## src/rtl/mem_pkg.sv

```systemverilog
// Shared state encoding, owner ids and default widths for the ram-side request arbiter.
package mem_pkg;

    localparam int ADDR_W_DEF  = 32;
    localparam int DATA_W_DEF  = 32;
    localparam int TIMEOUT_DEF = 64;

    localparam logic M_FETCH = 1'b0;
    localparam logic M_LSU   = 1'b1;

    typedef enum logic [1:0] {
        IDLE  = 2'd0,
        ISSUE = 2'd1,
        WAIT  = 2'd2,
        ERR   = 2'd3
    } state_t;

    function automatic logic is_aligned(input logic [1:0] addr_lsb);
        return addr_lsb == 2'b00;
    endfunction

endpackage

```

## src/rtl/rr_arb2.sv

```systemverilog
// Two-input round-robin picker; grants are combinational, zero latency, and only while en is high.
// The priority flop hands preference to the non-owner whenever a transaction completes (flip).
module rr_arb2
    import mem_pkg::*;
(
    input  logic clk,
    input  logic rst,
    input  logic en,
    input  logic req0,
    input  logic req1,
    input  logic flip,
    input  logic owner,
    output logic gnt0,
    output logic gnt1
);

    logic prio;

    always_ff @(posedge clk) begin
        if (!rst) begin
            prio <= M_FETCH;
        end else if (flip) begin
            prio <= ~owner;
        end
    end

    always_comb begin
        gnt0 = 1'b0;
        gnt1 = 1'b0;
        if (en) begin
            if (req0 && req1) begin
                gnt0 = (prio == M_FETCH);
                gnt1 = (prio == M_LSU);
            end else begin
                gnt0 = req0;
                gnt1 = req1;
            end
        end
    end

endmodule

```

## src/rtl/mem_arbiter.sv

```systemverilog
// Merges fetch (m0) and load/store (m1) onto one ram port, one transaction in flight, round-robin.
// Latency accept->ram_req 1 cycle, ram_rsp->mN_rsp 1 cycle; requesters stall (ready low) until the response.
module mem_arbiter
    import mem_pkg::*;
#(
    parameter int ADDR_W  = ADDR_W_DEF,
    parameter int DATA_W  = DATA_W_DEF,
    parameter int TIMEOUT = TIMEOUT_DEF
) (
    input  logic                clk,
    input  logic                rst,

    input  logic                m0_req_valid,
    output logic                m0_req_ready,
    input  logic [ADDR_W-1:0]   m0_req_addr,
    input  logic [DATA_W-1:0]   m0_req_wdata,
    input  logic                m0_req_we,
    input  logic [DATA_W/8-1:0] m0_req_be,
    output logic                m0_rsp_valid,
    output logic [DATA_W-1:0]   m0_rsp_rdata,
    output logic                m0_rsp_err,

    input  logic                m1_req_valid,
    output logic                m1_req_ready,
    input  logic [ADDR_W-1:0]   m1_req_addr,
    input  logic [DATA_W-1:0]   m1_req_wdata,
    input  logic                m1_req_we,
    input  logic [DATA_W/8-1:0] m1_req_be,
    output logic                m1_rsp_valid,
    output logic [DATA_W-1:0]   m1_rsp_rdata,
    output logic                m1_rsp_err,

    output logic                ram_req_valid,
    input  logic                ram_req_ready,
    output logic [ADDR_W-1:0]   ram_addr,
    output logic [DATA_W-1:0]   ram_wdata,
    output logic                ram_we,
    output logic [DATA_W/8-1:0] ram_be,
    input  logic                ram_rsp_valid,
    input  logic [DATA_W-1:0]   ram_rsp_rdata
);

    localparam int CNT_W = $clog2(TIMEOUT + 1);

    state_t             state;
    logic               owner;
    logic [CNT_W-1:0]   cnt;

    logic               gnt0;
    logic               gnt1;
    logic               accept;
    logic [ADDR_W-1:0]  sel_addr;
    logic               busy;
    logic               timeout_hit;
    logic               done_ok;
    logic               rsp_fire;
    logic               rsp_err_nxt;
    logic [DATA_W-1:0]  rsp_rdata_nxt;

    // rst gates the grant so nothing is accepted while reset is held
    rr_arb2 u_arb (
        .clk   (clk),
        .rst   (rst),
        .en    (rst && (state == IDLE)),
        .req0  (m0_req_valid),
        .req1  (m1_req_valid),
        .flip  (rsp_fire),
        .owner (owner),
        .gnt0  (gnt0),
        .gnt1  (gnt1)
    );

    assign m0_req_ready  = gnt0;
    assign m1_req_ready  = gnt1;
    assign accept        = gnt0 || gnt1;
    assign sel_addr      = gnt1 ? m1_req_addr : m0_req_addr;
    assign ram_req_valid = (state == ISSUE);

    assign busy          = (state == ISSUE) || (state == WAIT);
    assign timeout_hit   = (cnt == CNT_W'(TIMEOUT - 1));
    // a ram completion in the timeout cycle still counts as a normal response
    assign done_ok       = (state == WAIT) && ram_rsp_valid;
    assign rsp_fire      = done_ok || (state == ERR) || (busy && timeout_hit);
    assign rsp_err_nxt   = !done_ok;
    assign rsp_rdata_nxt = (done_ok && !ram_we) ? ram_rsp_rdata : '0;

    always_ff @(posedge clk) begin
        if (!rst) begin
            state        <= IDLE;
            owner        <= M_FETCH;
            cnt          <= '0;
            ram_addr     <= '0;
            ram_wdata    <= '0;
            ram_we       <= 1'b0;
            ram_be       <= '0;
            m0_rsp_valid <= 1'b0;
            m0_rsp_err   <= 1'b0;
            m0_rsp_rdata <= '0;
            m1_rsp_valid <= 1'b0;
            m1_rsp_err   <= 1'b0;
            m1_rsp_rdata <= '0;
        end else begin
            m0_rsp_valid <= 1'b0;
            m1_rsp_valid <= 1'b0;

            case (state)
                IDLE: begin
                    if (accept) begin
                        owner     <= gnt1 ? M_LSU : M_FETCH;
                        cnt       <= '0;
                        ram_addr  <= sel_addr;
                        ram_wdata <= gnt1 ? m1_req_wdata : m0_req_wdata;
                        ram_we    <= gnt1 ? m1_req_we    : m0_req_we;
                        ram_be    <= gnt1 ? m1_req_be    : m0_req_be;
                        state     <= is_aligned(sel_addr[1:0]) ? ISSUE : ERR;
                    end
                end
                ISSUE, WAIT: begin
                    cnt <= cnt + CNT_W'(1);
                    if (rsp_fire) begin
                        state <= IDLE;
                    end else if ((state == ISSUE) && ram_req_ready) begin
                        state <= WAIT;
                    end
                end
                ERR: begin
                    state <= IDLE;
                end
                default: begin
                    state <= IDLE;
                end
            endcase

            if (rsp_fire) begin
                if (owner == M_LSU) begin
                    m1_rsp_valid <= 1'b1;
                    m1_rsp_err   <= rsp_err_nxt;
                    m1_rsp_rdata <= rsp_rdata_nxt;
                end else begin
                    m0_rsp_valid <= 1'b1;
                    m0_rsp_err   <= rsp_err_nxt;
                    m0_rsp_rdata <= rsp_rdata_nxt;
                end
            end
        end
    end

endmodule

```

## config.mk

```make
export PLATFORM = sky130hd
export DESIGN_NAME = mem_arbiter
export DESIGN_NICKNAME = d
export VERILOG_FILES = /design/src/rtl/mem_pkg.sv /design/src/rtl/rr_arb2.sv /design/src/rtl/mem_arbiter.sv
export SDC_FILE = /design/constraint.sdc
export NUM_CORES = 1
export LEC_CHECK = 0
export CELL_PAD_IN_SITES_DETAIL_PLACEMENT = 1
export CELL_PAD_IN_SITES_GLOBAL_PLACEMENT = 1
export CORE_MARGIN = 10
export CORE_UTILIZATION = 30
export CTS_CLUSTER_SIZE = 30
export DETAILED_ROUTE_END_ITERATION = 10
export GPL_ROUTABILITY_DRIVEN = 0
export PLACE_DENSITY = 0.8
export SYNTH_ARGS = -nofsm -noshare
export SYNTH_HDL_FRONTEND = slang
export SYNTH_SLANG_ARGS = --single-unit
```

## constraint.sdc

```tcl
create_clock -name clk -period 5.1 [get_ports clk]
set_input_delay 1.02 -clock clk [delete_from_list [all_inputs] [get_ports clk]]
set_output_delay 1.02 -clock clk [all_outputs]
set_load 0.01 [all_outputs]
```

### Word-level counts from Yosys, hierarchy flattened

Index checks and enable logic that the tools add are counted.

| word-level totals | value |
|---|---|
| register bits after elaboration | 148 |
| bits of input ports | 176 |
| output and inout bits | 140 |
| word-level logic and storage cells | 64 |

| cells by class | value |
|---|---|
| $add $sub $neg | 1 |
| equal/unequal tests | 6 |
| muxes and demuxes | 19 |
| bitwise operators | 2 |
| reduce and logical (&&, ||, !) cells | 22 |

Operators by type and width:

| kind | count |
|---|---|
| 32-bit two-way mux | 3 |
| 7-bit case mux with 2 select lines | 1 |
| 2-bit AND reduction | 6 |
| 1-bit two-way mux | 8 |
| 2-bit two-way mux | 4 |
| 7-bit by 1-bit adder with 7-bit output, second input constant | 1 |
| 7-bit by 6-bit equality test with 1-bit output, second input constant | 1 |
| 7-bit two-way mux | 1 |
| 1-bit logical AND | 6 |
| 2-bit case mux with 3 select lines | 1 |
| 2-bit equality test, second input constant | 2 |
| 2-bit logical NOT | 2 |
| 1-bit logical OR | 4 |
| 4-bit two-way mux | 1 |
| 3-bit != test, second input constant | 1 |
| 2-bit by 1-bit equality test with 1-bit output, second input constant | 1 |
| 1-bit logical NOT | 2 |
| 2-bit != test, second input constant | 1 |
| 1-bit NOT | 2 |
| 2-bit nonzero test | 1 |
| 2-bit OR reduction | 1 |

### Logic depth before layout (Yosys ltp)

| logic depth | value |
|---|---|
| word-level depth | 8 |
| mapped depth | 8 |
| depth with buffers taken out | 6 |

### Cells and area by module

Synthesis repeated with hierarchy kept, for this count alone.

| unflattened totals | value |
|---|---|
| cell total of the unflattened synthesis | 550 |
| area total of the unflattened synthesis | 5934.4 µm² |

Modules (own cells, without submodules):

| module | times used | cells each | area an instance (µm²) | sequential area each (µm²) |
|---|---|---|---|---|
| mem_arbiter | 1 | 542 | 5879.4 | 2942.8 |
| rr_arb2 | 1 | 8 | 55.1 | 20.0 |

### Least setup slack after synthesis

No wires, ideal clock.

| timing path | value |
|---|---|
| path kind | input -> output |
| start | in rst |
| end | out m1_req_ready |
| arrival time | 1.747 ns |
| data required time | 4.080 ns |
| setup slack | 2.333 ns |
| stages | 6 |
| path buffers | 3 |
| path through | buf_6 -> and2_4 -> nand3_1 -> buf_6 -> buf_6 -> inv_1 |

| on the way | value |
|---|---|
| word-level cells in the longest chain between the ends | 2 |

Ends and longest elaborated chain:

| item | RTL line | source |
|---|---|---|
| from (decl) | mem_arbiter.sv:11 | `input logic rst,` |
| 1-bit logical AND | mem_arbiter.sv:64 | `.en (rst && (state == IDLE)),` |
| 1-bit two-way mux | rr_arb2.sv:30 | `if (en) begin` |
| to (decl) | mem_arbiter.sv:24 | `output logic m1_req_ready,` |

No other way between the ends.

### Worst setup path after layout

| timing path | value |
|---|---|
| start | in m0_req_valid |
| end | out m1_req_ready |

| on the way | value |
|---|---|
| word-level cells in the longest chain between the ends | 3 |

Ends and longest elaborated chain:

| item | RTL line | source |
|---|---|---|
| from (decl) | mem_arbiter.sv:13 | `input logic m0_req_valid,` |
| 1-bit logical AND | rr_arb2.sv:31 | `if (req0 && req1) begin` |
| 1-bit two-way mux | rr_arb2.sv:31 |  |
| 1-bit two-way mux | rr_arb2.sv:30 |  |

No other way between the ends.

==> implementation parameters <==
Parameter                              Value

STA
  Maximum clock rate ... 0.274 GHz
  RSZ-0062 raised after global routing ... false
  Count of endpoints failing setup in the final report ... 0
  Final critical-path required period ... 3650 ps
  Number of hold-slack violations in the final timing report ... 0
  Smallest hold slack ... 456 ps
  Max-slew headroom ... 33.0%
  Fraction of the cycle the final worst path needs ... 71.6%
  Clk_skew ... 10.3 ps
  Slew at the pin closest to its max-slew limit ... 1000 ps
  Final Slew Violations ... 0
  Post-route setup TNS ... 0 ps

Clock network
  Worst-path clk slew ... 70 ps
  Number of instances resized during post-cts repair ... 0
  Maximum clock insertion buffer count ... 2
  TritonCTS clock tree ... built
  Clock insertion delay at the later pin of the skew report ... 420 ps
  Clock sinks ... 148
  # H-tree levels ... 4
  CTS hold repair buffers ... 0
  Post-CTS setup-driven buffer insertion count ... 0
  Buffer cell driving the clock tree root ... sky130_fd_sc_hd__clkbuf_16
  Num CTS Buffers ... 17

Die
  Core Area ... 19400 µm²
  DIE WIDTH ... 160 µm
  Die outline height ... 160 µm
  Ports ... 316
  Die Area ... 25600 µm²
  Starting utilization of the core area ... 30.3%
  Row count ... 51

Worst setup path
  Crit path to ... m1_req_ready
  Crit Reg-Reg Startpoint ... state[0]
  FF-to-FF setup slack ... 2430 ps
  Depth of the worst register-to-register path ... 7
  Critical Setup Path Class ... input pin to output port
  Arrival time reported for the critical path endpoint ... 2630 ps
  Crit path launch ... m0_req_valid
  Critical Path Sink Type ... output port
  CP Launch Type ... input pin
  Worst R2R End ... ram_be[1]
  Max FO, Critical Path ... 13
  Required @ worst endpoint ... 4080 ps

Finish
  Fill cell instance count of the final layout ... 2206
  Post-route cell area ... 9740 µm²
  Share of final-layout standard cells stronger than drive strength 1 ... 6.08%
  Final Instance Count excl. Fillers ... 1155
  Layout Area Growth over Synthesis ... 65.5%
  Final-stage net count ... 1057

Synthesis
  Post-synth ARST share ... 0%
  Number of synthesized register bits ... 148
  Post-Synthesis Net Count ... 765
  Sequential share of the synthesized area ... 50.3%
  Top flip-flop cell by instance count after synthesis ... sky130_fd_sc_hd__dfxtp_1
  Number of library cell types mapped by synthesis ... 42
  Number of warning messages in the yosys log ... 0
  Total standard cell area after synthesis ... 5890 µm²
  Average size of a mapped cell ... 10.1 µm²
  Count of flip-flops with a built-in enable after synthesis ... 0
  Synthesized instance count ... 583

Global routing
  Remaining Overflow, GRT ... 0
  Wire length of the first global-routing pass ... 35700 µm
  Number of global-route vias before repair ... 6093
  Global Route Usage Sum ... 17.6%
  Pin count of the biggest net entering global routing ... 81
  Antenna violations before repair ... 3

Route
  Initial DRC count ... 198
  Wire length per cell after detailed routing ... 20.6 µm
  Via density per instance ... 4.89
  Remaining number of nets flagged by the antenna check after routing ... 0
  Total detailed-routing wirelength ... 23800 µm
  Detailed-router iteration count before antenna repair ... 5
  DRC violation count after routing ... 0
  Total via count after detailed routing ... 5652

Power
  Power per Cell Area ... 414 nW/µm²
  IR Drop Worst-Case VDD ... 0.223 mV
  Leakage power ... 4.05 nW
  Total Power Consumption ... 4.03 mW

Outcome
  Run status ... completed

Min path
  Launch instance of the worst min-delay path ... m0_rsp_err
  Min-delay worst type ... flip-flop to flip-flop

Place
  Dpl hpwl ... 17600 µm
  Placed Cells ... 1121
  Count of buffers from port buffering ... 315
  DP Area ... 9120 µm²

Job
  Max-cap violations ... 0
-- flip-flops by register name (all words and copies together), names as in the netlist, 2 cells and up --
| signal | count |
|---|---|
| cnt | 7 |
| m0_rsp_rdata | 32 |
| m1_rsp_rdata | 32 |
| ram_addr | 32 |
| ram_be | 4 |
| ram_wdata | 32 |
| state | 2 |
-- cell families (layout without fill, tap and decap cells) --
group                    count (synthesis)  after routing  synth area share, %
multiplexers                            71             71                 12.1
flip-flops                             148            148                 50.3
buffers and inverters                   55            360                 5.65
AND/OR/NAND/NOR                         69             69                 5.42
XOR/XNOR                                 3              3                0.447
AO/OA/AOI/OAI                          231            231                 24.8
adder cells (fa/ha/maj)                  6              6                 1.28
other                                    0              2                    0
-- report_power, final --
part	total (mW)	switching [mW]	internal, mW
Clock	1.32	0.569	0.748
Sequential	1.42	0.0922	1.33
Combinational	1.29	0.663	0.629
-- Yosys cell counts, types with 3 or more instances --
master                     number  area share (%)
sky130_fd_sc_hd__a21oi_1       75             6.4
sky130_fd_sc_hd__a22o_1        32             4.8
sky130_fd_sc_hd__a22oi_1       32             4.1
sky130_fd_sc_hd__buf_2          5            0.43
sky130_fd_sc_hd__buf_6         15             2.9
sky130_fd_sc_hd__clkbuf_1      26             1.7
sky130_fd_sc_hd__dfxtp_1      148              50
sky130_fd_sc_hd__ha_1           6             1.3
sky130_fd_sc_hd__inv_1          6            0.38
sky130_fd_sc_hd__mux2i_1       71              12
sky130_fd_sc_hd__nand2_1       11            0.70
sky130_fd_sc_hd__nor2_1        41             2.6
sky130_fd_sc_hd__o21ai_0       76             6.5
sky130_fd_sc_hd__xor2_1         3            0.45
-- per-stage QoR --
stage	worst slack, ps	util [%]
final	1450	50.2
after global routing	1340	50.2
after CTS	1410	50.2
after detailed placement	1420	47.0
after global placement	1470	47.0
after floorplan	2330	-
-- per-layer routing --
layer,global-route usage (%),wire length (µm),vias to the layer above
li1,-,-,2719
met1,17.9,8900,2724
met2,31.5,12600,181
met3,7.07,1670,26
met4,7.14,593,2
met5,0,11,-
-- cell type report --
type                       count  area, µm²  area share (%)
sequential                   148       2960            30.4
tap                          265        332            3.40
clock inverter                15        188            1.93
inverter                       7       26.3           0.270
antenna                        2       5.00          0.0514
timing repair buffer         321       3190            32.8
multi-input combinational    380       2610            26.8
clock buffer                  17        425            4.37
-- layout by cell type, fill, tap and decap left out, types with 3 or more instances in the layout --
cell	synthesis	routed
sky130_fd_sc_hd__inv_8	0	4
sky130_fd_sc_hd__nor2_1	41	39
sky130_fd_sc_hd__ha_1	6	6
sky130_fd_sc_hd__a22oi_1	32	32
sky130_fd_sc_hd__clkbuf_16	0	17
sky130_fd_sc_hd__dfxtp_1	148	148
sky130_fd_sc_hd__mux2i_1	71	71
sky130_fd_sc_hd__buf_4	2	6
sky130_fd_sc_hd__clkdlybuf4s50_1	0	314
sky130_fd_sc_hd__xor2_1	3	3
sky130_fd_sc_hd__a22o_1	32	32
sky130_fd_sc_hd__a21oi_1	75	75
sky130_fd_sc_hd__nand2_1	11	11
sky130_fd_sc_hd__inv_1	6	6
sky130_fd_sc_hd__o21ai_0	76	76
sky130_fd_sc_hd__inv_6	0	6
-- worst min path at each step --
stage / to / slack, ps / cells after the start
finish: m0_rsp_err / 460 / 2
global route: m1_rsp_rdata[7] / 480 / 1
CTS: m0_rsp_err / 460 / 2
detailed placement: m0_rsp_err / 450 / 2
global placement: m0_rsp_err / 440 / 2
floorplan: u_arb.prio / 440 / 2
-- worst max-delay path: stages --
cell,delay (ps)
sky130_fd_sc_hd__clkdlybuf4s50_1,500
sky130_fd_sc_hd__nand2b_1,170
sky130_fd_sc_hd__nand3_4,250
sky130_fd_sc_hd__inv_1,130
sky130_fd_sc_hd__clkdlybuf4s50_1,550
Note: power is estimated with default switching activity, not from simulation.
